==> src/rtl/ape_tcdm_crypt_bridge.sv <==
// TCDM interposer: forwards requests, tracks in-flight transactions and XOR-decrypts windowed reads.
// Optional performance counters are enabled by defining APE_CORE_PERF_EN.
module ape_tcdm_crypt_bridge #(
    parameter int unsigned ADDR_WIDTH  = 32,
    parameter int unsigned DATA_WIDTH  = 32,
    parameter int unsigned OUTSTANDING = 4,
    parameter int unsigned VC_WIDTH    = 16
) (
    input  logic                           clk_i,
    input  logic                           rst_ni,
    input  logic                           s_req_i,
    input  logic [ADDR_WIDTH-1:0]          s_add_i,
    input  logic                           s_wen_i,
    input  logic [DATA_WIDTH-1:0]          s_wdata_i,
    input  logic [DATA_WIDTH/8-1:0]        s_be_i,
    output logic                           s_gnt_o,
    output logic [DATA_WIDTH-1:0]          s_r_rdata_o,
    output logic                           s_r_valid_o,
    output logic                           m_req_o,
    output logic [ADDR_WIDTH-1:0]          m_add_o,
    output logic                           m_wen_o,
    output logic [DATA_WIDTH-1:0]          m_wdata_o,
    output logic [DATA_WIDTH/8-1:0]        m_be_o,
    input  logic                           m_gnt_i,
    input  logic [DATA_WIDTH-1:0]          m_r_rdata_i,
    input  logic                           m_r_valid_i,
    input  logic                           cfg_en_i,
    input  logic [DATA_WIDTH-1:0]          cfg_key_i,
    input  logic [ADDR_WIDTH-1:0]          cfg_base_i,
    input  logic [ADDR_WIDTH-1:0]          cfg_mask_i,
    output logic [VC_WIDTH-1:0]            vc_o,
    output logic                           vc_valid_o,
    output logic [$clog2(OUTSTANDING):0]   outstanding_o,
    output logic                           err_o,
    output logic [31:0]                    perf_dec_cnt_o,
    output logic [31:0]                    perf_stall_cnt_o
);

    localparam int unsigned PTR_W = $clog2(OUTSTANDING);
    localparam int unsigned CNT_W = PTR_W + 1;

    logic                  full, hs, pop, hit, push_dec, head_dec;
    logic [DATA_WIDTH-1:0] dec_data;

    logic [PTR_W-1:0]      wr_ptr_q, wr_ptr_d, rd_ptr_q, rd_ptr_d;
    logic [CNT_W-1:0]      cnt_q, cnt_d;
    logic [DATA_WIDTH-1:0] tag_mem_q [OUTSTANDING];
    logic [OUTSTANDING-1:0] dec_mem_q;

    logic [DATA_WIDTH-1:0] rdata_q, rdata_d;
    logic                  rvalid_q, rvalid_d;
    logic [VC_WIDTH-1:0]   vc_q, vc_d;
    logic                  vcv_q, vcv_d;
    logic                  err_q, err_d;

    // Full is judged on the registered count only; a same-cycle pop does not free a slot.
    assign full     = (cnt_q == CNT_W'(OUTSTANDING));
    assign m_req_o  = s_req_i & ~full;
    assign s_gnt_o  = m_gnt_i & ~full;
    assign m_add_o  = s_add_i;
    assign m_wen_o  = s_wen_i;
    assign m_wdata_o = s_wdata_i;
    assign m_be_o   = s_be_i;

    assign hs       = s_req_i & s_gnt_o;
    assign hit      = ((s_add_i & cfg_mask_i) == cfg_base_i);
    assign push_dec = cfg_en_i & s_wen_i & hit;
    assign pop      = m_r_valid_i & (cnt_q != '0);
    assign head_dec = dec_mem_q[rd_ptr_q];
    assign dec_data = m_r_rdata_i ^ cfg_key_i ^ tag_mem_q[rd_ptr_q];

    always_comb begin
        wr_ptr_d = wr_ptr_q;
        rd_ptr_d = rd_ptr_q;
        cnt_d    = cnt_q;
        rdata_d  = rdata_q;
        rvalid_d = m_r_valid_i;
        vc_d     = vc_q;
        vcv_d    = vcv_q;
        err_d    = err_q;
        if (hs)  wr_ptr_d = wr_ptr_q + PTR_W'(1);
        if (pop) rd_ptr_d = rd_ptr_q + PTR_W'(1);
        case ({hs, pop})
            2'b10:   cnt_d = cnt_q + CNT_W'(1);
            2'b01:   cnt_d = cnt_q - CNT_W'(1);
            default: cnt_d = cnt_q;
        endcase
        if (m_r_valid_i) begin
            if (pop && head_dec) begin
                rdata_d = dec_data;
                vc_d    = dec_data[VC_WIDTH-1:0];
                vcv_d   = 1'b1;
            end else begin
                rdata_d = m_r_rdata_i;
            end
            if (!pop) err_d = 1'b1;
        end
    end

    always_ff @(posedge clk_i or negedge rst_ni) begin
        if (!rst_ni) begin
            wr_ptr_q <= '0;
            rd_ptr_q <= '0;
            cnt_q    <= '0;
            rdata_q  <= '0;
            rvalid_q <= 1'b0;
            vc_q     <= '0;
            vcv_q    <= 1'b0;
            err_q    <= 1'b0;
        end else begin
            wr_ptr_q <= wr_ptr_d;
            rd_ptr_q <= rd_ptr_d;
            cnt_q    <= cnt_d;
            rdata_q  <= rdata_d;
            rvalid_q <= rvalid_d;
            vc_q     <= vc_d;
            vcv_q    <= vcv_d;
            err_q    <= err_d;
        end
    end

    // Entry storage needs no reset: the pointers define which slots are live.
    always_ff @(posedge clk_i) begin
        if (hs) begin
            tag_mem_q[wr_ptr_q] <= s_add_i[DATA_WIDTH-1:0];
            dec_mem_q[wr_ptr_q] <= push_dec;
        end
    end

    assign s_r_rdata_o   = rdata_q;
    assign s_r_valid_o   = rvalid_q;
    assign vc_o          = vc_q;
    assign vc_valid_o    = vcv_q;
    assign outstanding_o = cnt_q;
    assign err_o         = err_q;

`ifdef APE_CORE_PERF_EN
    logic [31:0] dec_cnt_q, stall_cnt_q;

    always_ff @(posedge clk_i or negedge rst_ni) begin
        if (!rst_ni) begin
            dec_cnt_q   <= '0;
            stall_cnt_q <= '0;
        end else begin
            if (pop && head_dec && (dec_cnt_q != '1))       dec_cnt_q   <= dec_cnt_q + 32'd1;
            if (s_req_i && full && (stall_cnt_q != '1))     stall_cnt_q <= stall_cnt_q + 32'd1;
        end
    end

    assign perf_dec_cnt_o   = dec_cnt_q;
    assign perf_stall_cnt_o = stall_cnt_q;
`else
    assign perf_dec_cnt_o   = '0;
    assign perf_stall_cnt_o = '0;
`endif

endmodule

==> config.mk <==
export PLATFORM = sky130hd
export DESIGN_NAME = ape_tcdm_crypt_bridge
export DESIGN_NICKNAME = d
export VERILOG_FILES = /design/src/rtl/ape_tcdm_crypt_bridge.sv
export SDC_FILE = /design/constraint.sdc
export NUM_CORES = 1
export LEC_CHECK = 0
export ABC_CLOCK_PERIOD_IN_PS = 4000
export CORE_MARGIN = 8
export CORE_UTILIZATION = 47
export CTS_CLUSTER_SIZE = 14
export DETAILED_ROUTE_END_ITERATION = 10
export PLACE_DENSITY = 0.95
export SLEW_MARGIN = 20
export SYNTH_ARGS = -nofsm -noshare
export SYNTH_HDL_FRONTEND = slang
export SYNTH_SLANG_ARGS = --single-unit
==> constraint.sdc <==
create_clock -name clk_i -period 4 [get_ports clk_i]
set_input_delay 0.4 -clock clk_i [delete_from_list [all_inputs] [get_ports clk_i]]
set_output_delay 0.4 -clock clk_i [all_outputs]
set_load 0.005 [all_outputs]
==> flow_summary.ini, run 1 <==
[yosys]
synthTopCellsByArea = edfxtp_1 (42%), dfrtp_1 (15%), buf_4 (11%), mux4_2 (7.1%), xnor2_1 (4.7%)
postSynthCellCount = 671
synth_area_per_cell_um2 = 14.1
ys_warn_count = 0
synth_top_area_share = 0.419
synth.distinct_cells = 36
syn_area_um2 = 9470
synth_top_area_cell = edfxtp_1
yosysSeqAreaShare = 0.572
yosys_register_bits = 190

[routing]
routedWlPerCell_um = 21.8
drt_wl_total_mm = 25.1
antenna_left = 0
drc = 0
drtPass1Iterations = 4
routed-via-count = 5904
viasPerCell = 5.14
dr.first_iter.drc_count = 428

[setup_path]
path_cells = nor2_1, a21boi_0, clkdlybuf4s50_1
required_ns = 3.60
worstPathArrival_ns = 2.19
startpoint_type = flip-flop
end_kind = output port
critPathBufInv = 1
cp_top_family = buffers and inverters
critPathMaxStageDelay_ns = 0.65
path_max_fanout = 6
cp_slowest_cell = clkdlybuf4s50_1
critPathKind = reg -> out

[sta]
hold_viol = 0
setup_viol = 0
fmax_ghz = 0.385
slew_viol_final = 0
period_share = 0.649
fin_setup_tns_ns = 0
setup_slack_ns = 1.41
relSlewSlack = 0.410
worstMarginPinSlew_ns = 0.886
fin_skew_ns = 0.0108
finalCriticalPeriod_ns = 2.59
rsz0062_at_grt = false

[grt]
antenna_found_initial = 2
track_usage = 0.198
globalRouteOverflowTotal = 0
grt_pass1_vias = 6422
grt_pass1_wl_mm = 36.2
grt_max_degree = 67

[power_and_ir_drop]
clkPwrFrac = 0.234
pwr-share-comb = 0.376
vdd_drop_max_v = 0.000359
switching_share = 0.327
seqPwrFrac = 0.390
p_leak_nw = 4.40
internal-power_w = 0.00481
switching_power_w = 0.00233
powerDensity_nw_per_um2 = 588

[floorplanning]
dieHeight_um = 158
rows = 52
core_area_um2 = 20000
floorplan.initialDensity = 0.474
die_area_um2 = 24900
die_w_um = 158
io_pins = 392

[place]
io_buffers = 255
dpl.hpwl_mm = 19.1
pre_cts_ws_ns = 1.23
gp_congestion = 0.834

[outcome]
status = finished clean

[clocking]
h-tree-depth = 4
path_clk_slew_ns = 0.08
cts_made_buffers = 17
cts_root_buf = clkbuf_16
cts_resized = 0
cts_tree = built
cts.sinks = 190
insertion_delay_ns = 0.43
clk_path_buf_depth = 2

[run]
max_cap_violations = 0

[finish]
drive_above_1_share = 0.104
nets = 1072
syn2layout_area_growth_pct = 28.2
fill_cells = 1523

[hold_path]
hp-class = in -> async
==> cells in the mapped netlist <==
cell type	count
edfxtp_1	132
buf_4	134
o21ai_0	5
mux4_1	3
o311ai_1	21
o211ai_1	32
buf_6	3
buf_2	10
xor2_1	20
buf_8	1
nand4_1	2
a21boi_0	2
nand3_1	1
fa_1	1
clkbuf_2	1
mux4_2	30
clkbuf_1	8
nor3_1	3
dfrtp_1	58
inv_1	6
o311ai_0	11
o21ai_1	12
a21o_1	1
nor2b_1	1
xnor2_2	15
conb_1	1
xnor2_1	51
mux2i_1	1
and2_1	1
nor2_1	2
nand2b_1	34
and3_1	4
buf_12	1
nand2_1	51
nor4_1	7
ha_1	5
==> path summary, 6_finish.rpt <==
check                                  from         endpoint  slack [ns]  cells past startpoint
hold reg to reg                       err_o            err_o        0.46                      1
setup / recovery           outstanding_o[0]          m_req_o        1.41                      3
setup reg to reg                rd_ptr_q[1]  s_r_rdata_o[11]        1.53                      5
hold / removal                       rst_ni  s_r_rdata_o[18]        0.44                      2
min in group clk_i                    err_o            err_o        0.46                      1
max in group asynchronous            rst_ni  s_r_rdata_o[10]        2.65                      3
==> logic make-up (layout without fill, tap and decap cells) <==
| family | after synthesis | after routing | share of synthesized area |
|---|---|---|---|
| DFF | 190 | 190 | 0.572 |
| and+or+nand+nor | 106 | 106 | 0.0555 |
| AOI/OAI and AO/OA | 84 | 84 | 0.0663 |
| adders and majority gates | 6 | 6 | 0.00872 |
| muxes | 34 | 34 | 0.0807 |
| other | 1 | 66 | 0.000396 |
| buffers and inverters | 164 | 306 | 0.125 |
| xor gates and xnor gates | 86 | 86 | 0.0914 |
==> timing repair <==
item                      CTS  global route
hold buffers                1             0
setup buffers               0             0
hold endpoints to repair   17             0
==> metrics by stage <==
step	hold slack, ns	cell area (µm²)	utilization	total power (W)	instances
2_1_floorplan	0.104	9700	-	0.00440	734
3_3_place_gp	0.359	11500	0.578	0.00542	1113
3_5_place_dp	0.369	11500	0.578	0.00554	1113
4_1_cts	0.443	12100	0.607	0.00722	1146
5_1_grt	0.475	12100	0.608	0.00751	1148
6_report	0.438	12100	0.608	0.00714	1148
==> flip-flops by register name, summed over array words and instances (netlist names) <==
name and cells:
s_r_valid_o 1, rd_ptr_q 2, s_r_rdata_o 32, outstanding_o 3, wr_ptr_q 2, dec_mem_q 4, vc_o 16, err_o 1
vc_valid_o 1, tag_mem_q 128
==> cell type report <==
type,count,area [µm²],share of cell area
multi-input combinational,380,3110,0.256
inverter,6,22.5,0.00186
antenna,2,5.00,0.000412
timing repair buffer,268,2670,0.220
clock inverter,15,153,0.0126
sequential,190,5420,0.446
clock buffer,17,425,0.0351
tap,270,338,0.0278
==> power by group through the flow <==
stage	combinational, W	clock, W	sequential (W)
floorplan	0.00166	0	0.00274
global placement	0.00263	0	0.00279
detailed placement	0.00272	0	0.00282
CTS	0.00273	0.00170	0.00279
global route	0.00291	0.00177	0.00283
finish	0.00268	0.00167	0.00278
==> per-layer routing <==
metal / wire length [µm] / vias to the layer above / share of wire / track usage
li1: - / 2641 / - / -
met1: 9270 / 2860 / 0.37 / 0.226
met5: 0 / - / 0 / 0
met2: 12500 / 315 / 0.50 / 0.329
met3: 2110 / 88 / 0.084 / 0.0530
met4: 1220 / 0 / 0.049 / 0.117
==> layout by cell type (no fill, tap or decap), drive strengths merged, types with 2 or more instances in the layout <==
cell,count
clkdlybuf4s50,253
edfxtp,132
xnor2,66
conb,64
dfrtp,58
nand2,51
nand2b,34
mux4,33
o211ai,32
o311ai,32
xor2,20
clkbuf,17
o21ai,17
inv,15
buf,14
nor4,7
ha,5
clkinv,5
and3,4
nor3,3
diode,2
nor2,2
a21boi,2
nand4,2
Note: power is estimated with default switching activity, not from simulation.
==> run 2: changes to the inputs <==
Settings changed: ABC_CLOCK_PERIOD_IN_PS 4000 to 2500, CORE_UTILIZATION 47 to 44, PLACE_DENSITY 0.95 to 0.92.
Clock period 4 ns to 2.5 ns, I/O delays scaled along.
==> run 2 against run 1 <==
Clock-buffer cell count rose by 1. Sequential share of layout area fell by 0.61 points. Via count fell by 0.12%. Cell count rose by 1.1%. Clock power rose by 63%. Global-route usage fell by 1.7 points. Worst setup slack got worse by 1.1 ns. Non-clock buffer count rose by 8. First-iteration DRC count rose by 15%. Core utilization fell by 2.4 points. Power rose by 62%. Worst hold slack got worse by 0.16 ns.
==> flow_summary.ini, run 2 (synthesis results as in run 1) <==
[clocking]
insertion_delay_ns = 0.43
cts_root_buf = clkbuf_16
path_clk_slew_ns = 0.08
cts.sinks = 190
h-tree-depth = 4
cts_tree = built
cts_setup_buffers = 0
cts_made_buffers = 17
clk_path_buf_depth = 2

[setup_path]
ff2ff_setup_slack_ns = 0.33
startpoint_type = flip-flop
ff2ff_path_depth = 5
crit_path_end = m_req_o
r2r_start = rd_ptr_q[0]
worstPathArrival_ns = 1.98
end_kind = output port
crit_start = outstanding_o[0]
critPathKind = reg -> out
required_ns = 2.25
path_max_fanout = 5
r2r-end = s_r_rdata_o[10]

[routing]
drtPass1Iterations = 4
drc = 0
dr.first_iter.drc_count = 494
routedWlPerCell_um = 21.2
antenna_left = 0
drt_wl_total_mm = 24.7
viasPerCell = 5.08
routed-via-count = 5897

[grt]
grt_pass1_wl_mm = 36.0
grt_pass1_vias = 6220
track_usage = 0.180
globalRouteOverflowTotal = 0
grt_max_degree = 67
antenna_found_initial = 2

[sta]
setup_viol = 0
fin_skew_ns = 0.0139
worst_hold_slack_ns = 0.279
period_share = 0.891
rsz0062_at_grt = false
worstMarginPinSlew_ns = 0.595
fin_setup_tns_ns = 0
relSlewSlack = 0.604
slew_viol_final = 0
hold_viol = 0
finalCriticalPeriod_ns = 2.23
fmax_ghz = 0.449

[finish]
largest_register_ffs = 128
syn2layout_area_growth_pct = 30.0
final_common_cell = clkdlybuf4s50_1
drive_above_1_share = 0.113
nets = 1080
final_cell_mix = clkdlybuf4s50_1 (253), edfxtp_1 (132), conb_1 (64)
regMostFlops = tag_mem_q

[floorplanning]
rows = 53
core_area_um2 = 21100
dieHeight_um = 163
die_w_um = 163
die_area_um2 = 26500
io_pins = 392
floorplan.initialDensity = 0.449

[power_and_ir_drop]
vdd_drop_max_v = 0.000505
powerDensity_nw_per_um2 = 942
p_leak_nw = 4.47

[outcome]
status = finished clean

[place]
gp_congestion = 0.790
dpl.hpwl_mm = 18.8
io_buffers = 255

[run]
max_cap_violations = 0

[hold_path]
hp-class = in -> async
run 2: cell types whose count changed in the layout (fill, tap and decap cells not counted), sizes merged:
cell | previous run | this run
bufinv | 1 | 0
clkinv | 5 | 8
clkbuf | 17 | 18
buf | 14 | 22
inv | 15 | 12
run 2: how the worst min path moves through the flow:
stage	from	to	slack (ns)	cells past startpoint
after floorplan	rst_ni	err_o	-0.05	0
after detailed placement	rst_ni	outstanding_o[0]	0.18	1
final	rst_ni	s_r_rdata_o[19]	0.28	2
after CTS	rst_ni	s_r_rdata_o[19]	0.27	2
after global routing	rst_ni	s_r_rdata_o[19]	0.29	2
after global placement	rst_ni	s_r_rdata_o[19]	0.19	1
run 2: power breakdown:
group	switching, W	internal (W)	total (W)	leakage, nW
clock	0.00136	0.00137	0.00273	0.296
combinational	0.00213	0.00235	0.00448	2.28
sequential	0.000343	0.00403	0.00437	1.90
run 2: metal layers:
metal	up-vias	GRT usage	wire, µm
li1	2674	-	-
met4	0	0.0867	911
met1	2887	0.211	9590
met5	-	0	0
met2	278	0.304	12200
met3	58	0.0478	1950
run 2: critical path: stages, from the launching register on:
cell	delay, ns
dfrtp_1	0.48
nor2_1	0.10
a21boi_0	0.27
buf_4	0.19
clkdlybuf4s50_1	0.51
run 2: area by class of cell:
class	count	area (µm²)
Antenna cell	2	5.00
Clock buffer	18	429
Fill cell	1631	8780
Multi-Input combinational cell	380	3110
Tap cell	275	344
Inverter	6	22.5
Clock inverter	14	188
Sequential cell	190	5420
Timing Repair Buffer	276	2790
run 2: repair_timing:
item	4_1_cts	5_1_grt
endpoints found under the hold margin	12	0
hold buffers	1	0
endpoints found under the setup margin	0	0
resized for setup	0	0
run 2: through the flow:
step	util	instance area (µm²)	setup WS, ns	power, W	cells
6_report	0.583	12300	0.272	0.0116	1161
5_1_grt	0.583	12300	0.133	0.0122	1161
4_1_cts	0.583	12300	0.246	0.0117	1159
3_5_place_dp	0.554	11700	0.00867	0.00897	1126
3_3_place_gp	0.554	11700	0.143	0.00883	1126
2_1_floorplan	-	9700	0.326	0.00704	734
==> run 3: changes to the inputs <==
Settings changed: ABC_CLOCK_PERIOD_IN_PS 2500 to unset.
==> results of run 3 <==
No change in the layout: final DEF, timing and power equal those of run 2.
